<file path="src/rtl/regfile_write_arbiter.sv">
// Register file write-port arbiter: merges pipeline writeback (priority) with a
// buffered long-latency result stream, and tracks long-latency RAW hazards.
module regfile_write_arbiter #(
  parameter int DEPTH        = 2,
  parameter int STARVE_LIMIT = 4
) (
  input  logic        clk,
  input  logic        res,
  input  logic        pipe_valid,
  input  logic [4:0]  pipe_rd,
  input  logic [31:0] pipe_data,
  output logic        pipe_stall,
  input  logic        mdu_valid,
  output logic        mdu_ready,
  input  logic [4:0]  mdu_rd,
  input  logic [31:0] mdu_data,
  input  logic        issue_valid,
  input  logic [4:0]  issue_rd,
  input  logic [4:0]  chk_reg1,
  input  logic [4:0]  chk_reg2,
  output logic        busy1,
  output logic        busy2,
  output logic        reg_write,
  output logic [4:0]  write_reg,
  output logic [31:0] write_data
);

  localparam int PW = (DEPTH > 1) ? $clog2(DEPTH) : 1;
  localparam int CW = PW + 1;
  localparam int SW = $clog2(STARVE_LIMIT + 1);

  logic [4:0]    fifo_rd_q   [DEPTH];
  logic [4:0]    fifo_rd_d   [DEPTH];
  logic [31:0]   fifo_data_q [DEPTH];
  logic [31:0]   fifo_data_d [DEPTH];
  logic [PW-1:0] wr_ptr_q, wr_ptr_d;
  logic [PW-1:0] rd_ptr_q, rd_ptr_d;
  logic [CW-1:0] count_q, count_d;
  logic [SW-1:0] starve_q, starve_d;
  logic [31:0]   busy_q, busy_d;
  logic          reg_write_q, reg_write_d;
  logic [4:0]    write_reg_q, write_reg_d;
  logic [31:0]   write_data_q, write_data_d;

  logic        fifo_empty;
  logic        fifo_full;
  logic        force_grant;
  logic        grant_pipe;
  logic        pop;
  logic        push;
  logic [4:0]  head_rd;
  logic [31:0] head_data;
  logic [4:0]  grant_rd;
  logic [31:0] grant_data;

  // The FIFO head only competes when the pipe is idle, unless it has starved.
  always_comb begin
    fifo_empty  = (count_q == '0);
    fifo_full   = (count_q == CW'(DEPTH));
    force_grant = !fifo_empty && (starve_q == SW'(STARVE_LIMIT));
    grant_pipe  = pipe_valid && !force_grant;
    pop         = !grant_pipe && !fifo_empty;
    push        = mdu_valid && !fifo_full;
    head_rd     = fifo_rd_q[rd_ptr_q];
    head_data   = fifo_data_q[rd_ptr_q];
    grant_rd    = grant_pipe ? pipe_rd : head_rd;
    grant_data  = grant_pipe ? pipe_data : head_data;
  end

  always_comb begin
    fifo_rd_d   = fifo_rd_q;
    fifo_data_d = fifo_data_q;
    wr_ptr_d    = wr_ptr_q;
    rd_ptr_d    = rd_ptr_q;
    count_d     = count_q + CW'(push) - CW'(pop);
    if (push) begin
      fifo_rd_d[wr_ptr_q]   = mdu_rd;
      fifo_data_d[wr_ptr_q] = mdu_data;
      wr_ptr_d              = wr_ptr_q + 1'b1;
    end
    if (pop) begin
      rd_ptr_d = rd_ptr_q + 1'b1;
    end
  end

  always_comb begin
    starve_d = starve_q;
    if (fifo_empty || pop) begin
      starve_d = '0;
    end else if (grant_pipe && (starve_q != SW'(STARVE_LIMIT))) begin
      starve_d = starve_q + 1'b1;
    end
  end

  // A new issue to the register being retired in the same cycle stays busy.
  always_comb begin
    busy_d = busy_q;
    if (pop) begin
      busy_d[head_rd] = 1'b0;
    end
    if (issue_valid && (issue_rd != 5'd0)) begin
      busy_d[issue_rd] = 1'b1;
    end
    busy_d[0] = 1'b0;
  end

  always_comb begin
    reg_write_d  = 1'b0;
    write_reg_d  = write_reg_q;
    write_data_d = write_data_q;
    if ((grant_pipe || pop) && (grant_rd != 5'd0)) begin
      reg_write_d  = 1'b1;
      write_reg_d  = grant_rd;
      write_data_d = grant_data;
    end
  end

  always_ff @(posedge clk or negedge res) begin
    if (!res) begin
      for (int i = 0; i < DEPTH; i++) begin
        fifo_rd_q[i]   <= '0;
        fifo_data_q[i] <= '0;
      end
      wr_ptr_q     <= '0;
      rd_ptr_q     <= '0;
      count_q      <= '0;
      starve_q     <= '0;
      busy_q       <= '0;
      reg_write_q  <= 1'b0;
      write_reg_q  <= '0;
      write_data_q <= '0;
    end else begin
      fifo_rd_q    <= fifo_rd_d;
      fifo_data_q  <= fifo_data_d;
      wr_ptr_q     <= wr_ptr_d;
      rd_ptr_q     <= rd_ptr_d;
      count_q      <= count_d;
      starve_q     <= starve_d;
      busy_q       <= busy_d;
      reg_write_q  <= reg_write_d;
      write_reg_q  <= write_reg_d;
      write_data_q <= write_data_d;
    end
  end

  assign mdu_ready  = !fifo_full;
  assign pipe_stall = pipe_valid && force_grant;
  assign busy1      = busy_q[chk_reg1];
  assign busy2      = busy_q[chk_reg2];
  assign reg_write  = reg_write_q;
  assign write_reg  = write_reg_q;
  assign write_data = write_data_q;

endmodule

</file>
<file path="config.mk">
export PLATFORM = sky130hd
export DESIGN_NAME = regfile_write_arbiter
export DESIGN_NICKNAME = d
export VERILOG_FILES = /design/src/rtl/regfile_write_arbiter.sv
export SDC_FILE = /design/constraint.sdc
export NUM_CORES = 1
export LEC_CHECK = 0
export BUFFER_PORTS_ARGS = -buffer_cell sky130_fd_sc_hd__buf_4
export CORE_AREA = 2 2 131 133
export DETAILED_ROUTE_END_ITERATION = 10
export DIE_AREA = 0 0 133 135
export PLACE_DENSITY = 0.71
export SYNTH_ARGS = -nofsm -noshare
export SYNTH_HDL_FRONTEND = slang
export SYNTH_SLANG_ARGS = --single-unit
</file>
<file path="constraint.sdc">
create_clock -name clk -period 4 [get_ports clk]
set_input_delay 0.4 -clock clk [delete_from_list [all_inputs] [get_ports clk]]
set_output_delay 0.4 -clock clk [all_outputs]
set_load 0.02 [all_outputs]
</file>
==> results.cfg, run 1 <==
[routing]
wl_met1_mm = 7.80
maxUsedRoutingLayer = met4
wl_met2_mm = 9.54
wire_per_inst_um = 20.0
drt-initial-drc-count = 377
vias = 5480
detail-route-antenna-nets = 0
dr.pass1.iters = 7
wl_met3_mm = 1.11
vias_per_cell = 5.77
drcViolationCount = 0
routed_wl_mm = 19.0

[global_route]
grt_pass1_vias = 5826
grt_usage = 0.217
antenna_found_initial = 0
grt.overflow.total = 0
grt_max_degree = 121
grt_pass1_wl_mm = 30.2

[floorplanning]
die_y_um = 135
initial_core_util = 0.449
core-area_um2 = 16400
ioPinCount = 136
die_x_um = 133
rows = 47
die-area_um2 = 18000

[critical_path]
required_ns = 4.30
cp.arrival_ns = 2.81
reg2reg_depth = 7
cp-start-kind = register
end_kind = register
path_max_fanout = 30
path_class = register to register

[pwr]
vdd_drop_max_v = 0.000418
p_per_area_nw_per_um2 = 811
p_sw_frac = 0.348
combPwrFrac = 0.401
leakagePower_uw = 0.00412
p_clk_frac = 0.219
seqPwrFrac = 0.379
internal_power_uw = 4850
p_total_uw = 7430
netSwitchingPower_uw = 2580

[logic_synthesis]
yosysTopAreaCell = dfrtp_1
yosys_register_bits = 150
synth_seq_area_share = 0.510
synth_top_area_frac = 0.510
synthArstFlopShare = 1.00
yosys-top-cells-area = dfrtp_1 51%, mux2_2 13%, o21ai_0 6.5%
yosys_warnings = 0
avgSynthCellArea_um2 = 12.5
synth.cell_area_um2 = 7360
synth_nets = 685
synth_cells = 588
synth_edf_count = 0
ys_types = 44
synth_common_cells = 150 x dfrtp_1, 96 x o21ai_0, 88 x mux2_2, 48 x nand3_1, 41 x mux2i_1
synth_most_common_cell = dfrtp_1
yosys_most_used_dff = dfrtp_1

[layout]
nets = 813
areaGrowthSynthToFinish_pct = 24.6
drive_gt1_frac = 0.427
fill_cells = 1373
final_cells = 949
num_antenna_cells = 0
largest-register = fifo_data_q
largest_reg_flops = 64

[cts]
insertion_delay_ns = 0.42
cts-htree-levels = 4
ctsRootBufferMaster = clkbuf_16
post-cts-setup-buffer-count = 0
cts.path.max_buffers = 2
cts_buffers = 17
post_cts_resize_count = 0
cts_sinks = 150
cts_tree = done
cts.clk_slew.worst_paths_ns = 0.06
ctsHoldBuffers = 0

[placement]
dp.cells = 917
gp_congestion = 0.884
io_buffers = 135
place_hpwl_mm = 12.9

[timing]
min_period_over_period = 0.627
min_period_ns = 2.51
slew_headroom = 0.258
rsz0062_at_grt = no
worst-slew-pin-transition_ns = 1.11
drv_slew = 0
finalSetupTns_ns = 0
setup_violations = 0
clock_skew_ns = 0.00713
hold_violations = 0
max_clock_freq_ghz = 0.399

[status]
outcome = completed

[worst_hold_path]
min_path_type = input pin to asynchronous set/reset pin

[job]
maxCapViolCount = 0
==> worst max-delay path: stages, from the launching register on <==
cell	delay [ns]
dfrtp_1	0.37
inv_1	0.05
ha_1	0.23
o211ai_4	0.15
a222oi_1	0.20
a311oi_4	0.67
buf_12	0.33
mux2_2	0.38
==> per-stage QoR <==
step | setup WS [ns] | hold slack (ns) | instance area (µm²) | util
after floorplan | 1.82 | 0.104 | 7360 | -
after global routing | 1.32 | 0.205 | 9170 | 0.559
after CTS | 1.47 | 0.203 | 9170 | 0.559
after global placement | 1.51 | 0.455 | 8570 | 0.523
after detailed placement | 1.39 | 0.478 | 8570 | 0.523
final | 1.49 | 0.130 | 9170 | 0.559
==> cells in the final DEF, fill, tap and decap left out, types with 3 or more instances in the layout <==
| cell | synthesis | layout |
|---|---|---|
| a21oi_1 | 4 | 4 |
| and3_1 | 3 | 3 |
| buf_4 | 0 | 139 |
| bufinv_16 | 0 | 3 |
| clkbuf_16 | 0 | 17 |
| clkinv_2 | 0 | 4 |
| dfrtp_1 | 150 | 149 |
| ha_1 | 3 | 3 |
| inv_1 | 6 | 6 |
| mux2_2 | 88 | 88 |
| mux2_4 | 28 | 28 |
| mux2i_1 | 41 | 41 |
| mux4_2 | 14 | 14 |
| nand2_1 | 11 | 11 |
| nand2b_1 | 5 | 5 |
| nand3_1 | 48 | 47 |
| nand4_1 | 5 | 5 |
| nor2_1 | 10 | 9 |
| nor2b_1 | 3 | 3 |
| o21ai_0 | 96 | 96 |
| o21ai_1 | 3 | 3 |
| or3b_2 | 3 | 3 |
| xnor2_1 | 3 | 3 |
==> area by class of cell <==
type | instances | area, µm² | share of cell area
sequential | 150 | 3750 | 0.409
multi-input combinational | 400 | 3450 | 0.376
timing repair buffer | 141 | 1070 | 0.117
clock buffer | 20 | 447 | 0.0487
tap | 220 | 275 | 0.0300
clock inverter | 12 | 151 | 0.0165
inverter | 6 | 22.5 | 0.00246
==> kinds of logic after synthesis <==
| group | count (synthesis) | synth area share |
|---|---|---|
| AO/OA/AOI/OAI | 119 | 0.0906 |
| XOR/XNOR | 5 | 0.00595 |
| adder cells (fa/ha/maj) | 3 | 0.00510 |
| buffers and inverters | 38 | 0.0245 |
| flip-flops | 150 | 0.510 |
| multiplexers | 171 | 0.290 |
| AND/OR/NAND/NOR | 102 | 0.0734 |
==> path summary, 6_finish.rpt <==
check | from | end | slack (ns)
setup reg to reg | starve_q[0] | write_data[7] | 1.49
hold reg to reg | starve_q[0] | starve_q[0] | 0.47
setup / recovery | starve_q[0] | write_data[7] | 1.49
max in group asynchronous | res | busy_q[29] | 2.81
hold / removal | res | fifo_data_q[45] | 0.13
min in group clk | mdu_data[2] | fifo_data_q[2] | 0.22
==> routing by layer <==
metal / GRT usage / vias to the layer above
li1: - / 2437
met1: 0.272 / 2803
met2: 0.363 / 199
met3: 0.0499 / 41
met4: 0.0890 / 0
met5: 0 / -
==> power groups by stage <==
stage | registers (µW) | logic (µW) | clock network, µW
CTS | 2820 | 3000 | 1660
global route | 2910 | 3220 | 1720
global placement | 2780 | 2890 | 0
floorplan | 2880 | 1910 | 0
detailed placement | 2830 | 2990 | 0
finish | 2820 | 2980 | 1630
(Power assumes the default switching activity.)
==> inputs of run 2 (changes only) <==
--- a/config.mk
+++ b/config.mk
@@ -9,7 +9,7 @@
 export CORE_AREA = 2 2 131 133
 export DETAILED_ROUTE_END_ITERATION = 10
 export DIE_AREA = 0 0 133 135
-export PLACE_DENSITY = 0.71
+export PLACE_DENSITY = 0.74
 export SYNTH_ARGS = -nofsm -noshare
 export SYNTH_HDL_FRONTEND = slang
 export SYNTH_SLANG_ARGS = --single-unit
==> constraint.sdc (replaced) <==
create_clock -name clk -period 2.22 [get_ports clk]
set_input_delay 0.222 -clock clk [delete_from_list [all_inputs] [get_ports clk]]
set_output_delay 0.222 -clock clk [all_outputs]
set_load 0.02 [all_outputs]
==> run 2 against run 1 <==
  * First-iteration DRC count is 28% lower
  * Critical endpoint is now write_data[12]
  * Largest cell class unchanged
  * Non-clock buffer count is 19 higher
  * Sequential share of layout area is 0.82 points lower
  * Utilization is 1.1 points higher
  * Global-route usage is 0.14 points higher
==> results.cfg, run 2 (same netlist as run 1, synthesis figures left out) <==
[worst_hold_path]
min_path_type = input pin to register
worstHoldStart = mdu_data[18]
holdPathEnd = fifo_data_q[50]
whs_path_depth = 2

[layout]
drive_gt1_frac = 0.440
layout_commonest_cell = buf_4
multi_input_area_um2 = 3460
design_area_um2 = 9360
largest-register = fifo_data_q
final-seq-area_um2 = 3750
largest_reg_flops = 64
num_antenna_cells = 0
areaGrowthSynthToFinish_pct = 27.2
nets = 832
fill_cells = 1332
mostFrequentLayoutCells = 153 x buf_4, 149 x dfrtp_1, 96 x o21ai_0

[critical_path]
cpMaxStageDelayCell = or4_1
r2r_slack_ns = 0.03
end_kind = register
critPathBufInv = 1
required_ns = 2.52
cp-start-kind = register
path_delay_family = compound AO/OA/AOI/OAI gates
cp-startpoint = rd_ptr_q
cp_slowest_stage_delay_ns = 0.52
path_max_fanout = 28
reg2reg_depth = 5
path_cells = or4_1 -> a222oi_1 -> a311oi_4 -> buf_12 -> mux2_4
crit_cells = 5
timing.rr.start = rd_ptr_q
regToRegEndpoint = write_data[12]
path_class = register to register
cp.arrival_ns = 2.49

[global_route]
grt.overflow.total = 0
antenna_found_initial = 0
grt_pass1_wl_mm = 30.4
grt_usage = 0.218
grt_max_degree = 92
grt_pass1_vias = 5843

[pwr]
p_per_area_nw_per_um2 = 1440
p_clk_frac = 0.208
seqPwrFrac = 0.374
leakagePower_uw = 0.00423
p_sw_frac = 0.343
internal_power_uw = 8890
vdd_drop_max_v = 0.000863
netSwitchingPower_uw = 4630
combPwrFrac = 0.418

[timing]
finalSetupTns_ns = 0
slew_headroom = 0.448
setup_violations = 0
max_clock_freq_ghz = 0.456
hold_violations = 0
worst-slew-pin-transition_ns = 0.829
rsz0062_at_grt = yes
drv_slew = 0
min_period_ns = 2.19
clock_skew_ns = 0.00997
min_period_over_period = 0.987

[cts]
cts_tree = done
insertion_delay_ns = 0.42
cts-htree-levels = 4
cts.path.max_buffers = 2
ctsRootBufferMaster = clkbuf_16
cts_buffers = 17
cts_sinks = 150
cts.clk_slew.worst_paths_ns = 0.06

[routing]
wl_met3_mm = 1.08
drt-initial-drc-count = 270
routed_wl_mm = 18.6
maxUsedRoutingLayer = met4
dr.pass1.iters = 5
drcViolationCount = 0
detail-route-antenna-nets = 0
wl_met1_mm = 7.62
wl_met2_mm = 9.42
vias = 5494
vias_per_cell = 5.68
wire_per_inst_um = 19.2

[floorplanning]
ioPinCount = 136
initial_core_util = 0.449
die_y_um = 135
core-area_um2 = 16400
die-area_um2 = 18000
die_x_um = 133
rows = 47

[placement]
place_hpwl_mm = 13.2
post_dp_cell_area_um2 = 8760
gp_congestion = 0.844
io_buffers = 135

[status]
outcome = completed

[job]
maxCapViolCount = 0
run 2: changes by cell type in the layout (fill, tap and decap cells not counted), sizes merged:
cell,previous run,this run
clkinv,5,6
clkbuf,20,24
inv,8,6
dlygate4sd3,0,1
clkinvlp,2,0
bufinv,3,2
buf,141,159
run 2: area by class of cell:
type                            instances  share of cell area
Timing Repair Buffer                  160               0.136
Tap cell                              220              0.0294
Inverter                                6             0.00241
Clock inverter                          8              0.0104
Clock buffer                           24              0.0515
Multi-Input combinational cell        400               0.369
Sequential cell                       150               0.401
run 2: power by group through the flow:
stage          clock [µW]  combinational (µW)  sequential, µW
6_report             2810                5660            5060
5_1_grt              2980                6090            5230
4_1_cts              2850                5690            5050
3_5_place_dp            0                5680            5060
3_3_place_gp            0                5460            4960
2_1_floorplan           0                3450            5190
run 2: how the worst max path moves through the flow:
stage          slack [ns]        endpoint
2_1_floorplan        0.08  write_data[10]
3_3_place_gp         0.09  write_data[12]
3_5_place_dp         0.02  write_data[12]
4_1_cts              0.01  write_data[11]
5_1_grt             -0.04  write_data[12]
6_report             0.03  write_data[12]
run 2: routing by layer:
metal,vias up,global-route usage
met3,39,0.0556
li1,2468,-
met1,2794,0.259
met2,193,0.379
met4,0,0.0890
met5,-,0
run 2: what timing repair did:
item                       4_1_cts  5_1_grt
gates resized for setup          0        2
setup buffers                    0        0
hold endpoints to repair        88        0
setup endpoints to repair        0       37
hold buffers                     1        0
run 2: per-stage QoR:
step           total power, µW  setup slack (ns)   util  instances  hold slack [ns]
2_1_floorplan             8640            0.0819      -        588          -0.0736
3_3_place_gp             10400            0.0876  0.534        935            0.343
3_5_place_dp             10700            0.0229  0.534        935            0.359
4_1_cts                  13600            0.0141  0.570        968           0.0283
5_1_grt                  14300           -0.0440  0.570        968           0.0288
6_report                 13500            0.0283  0.570        968           0.0445
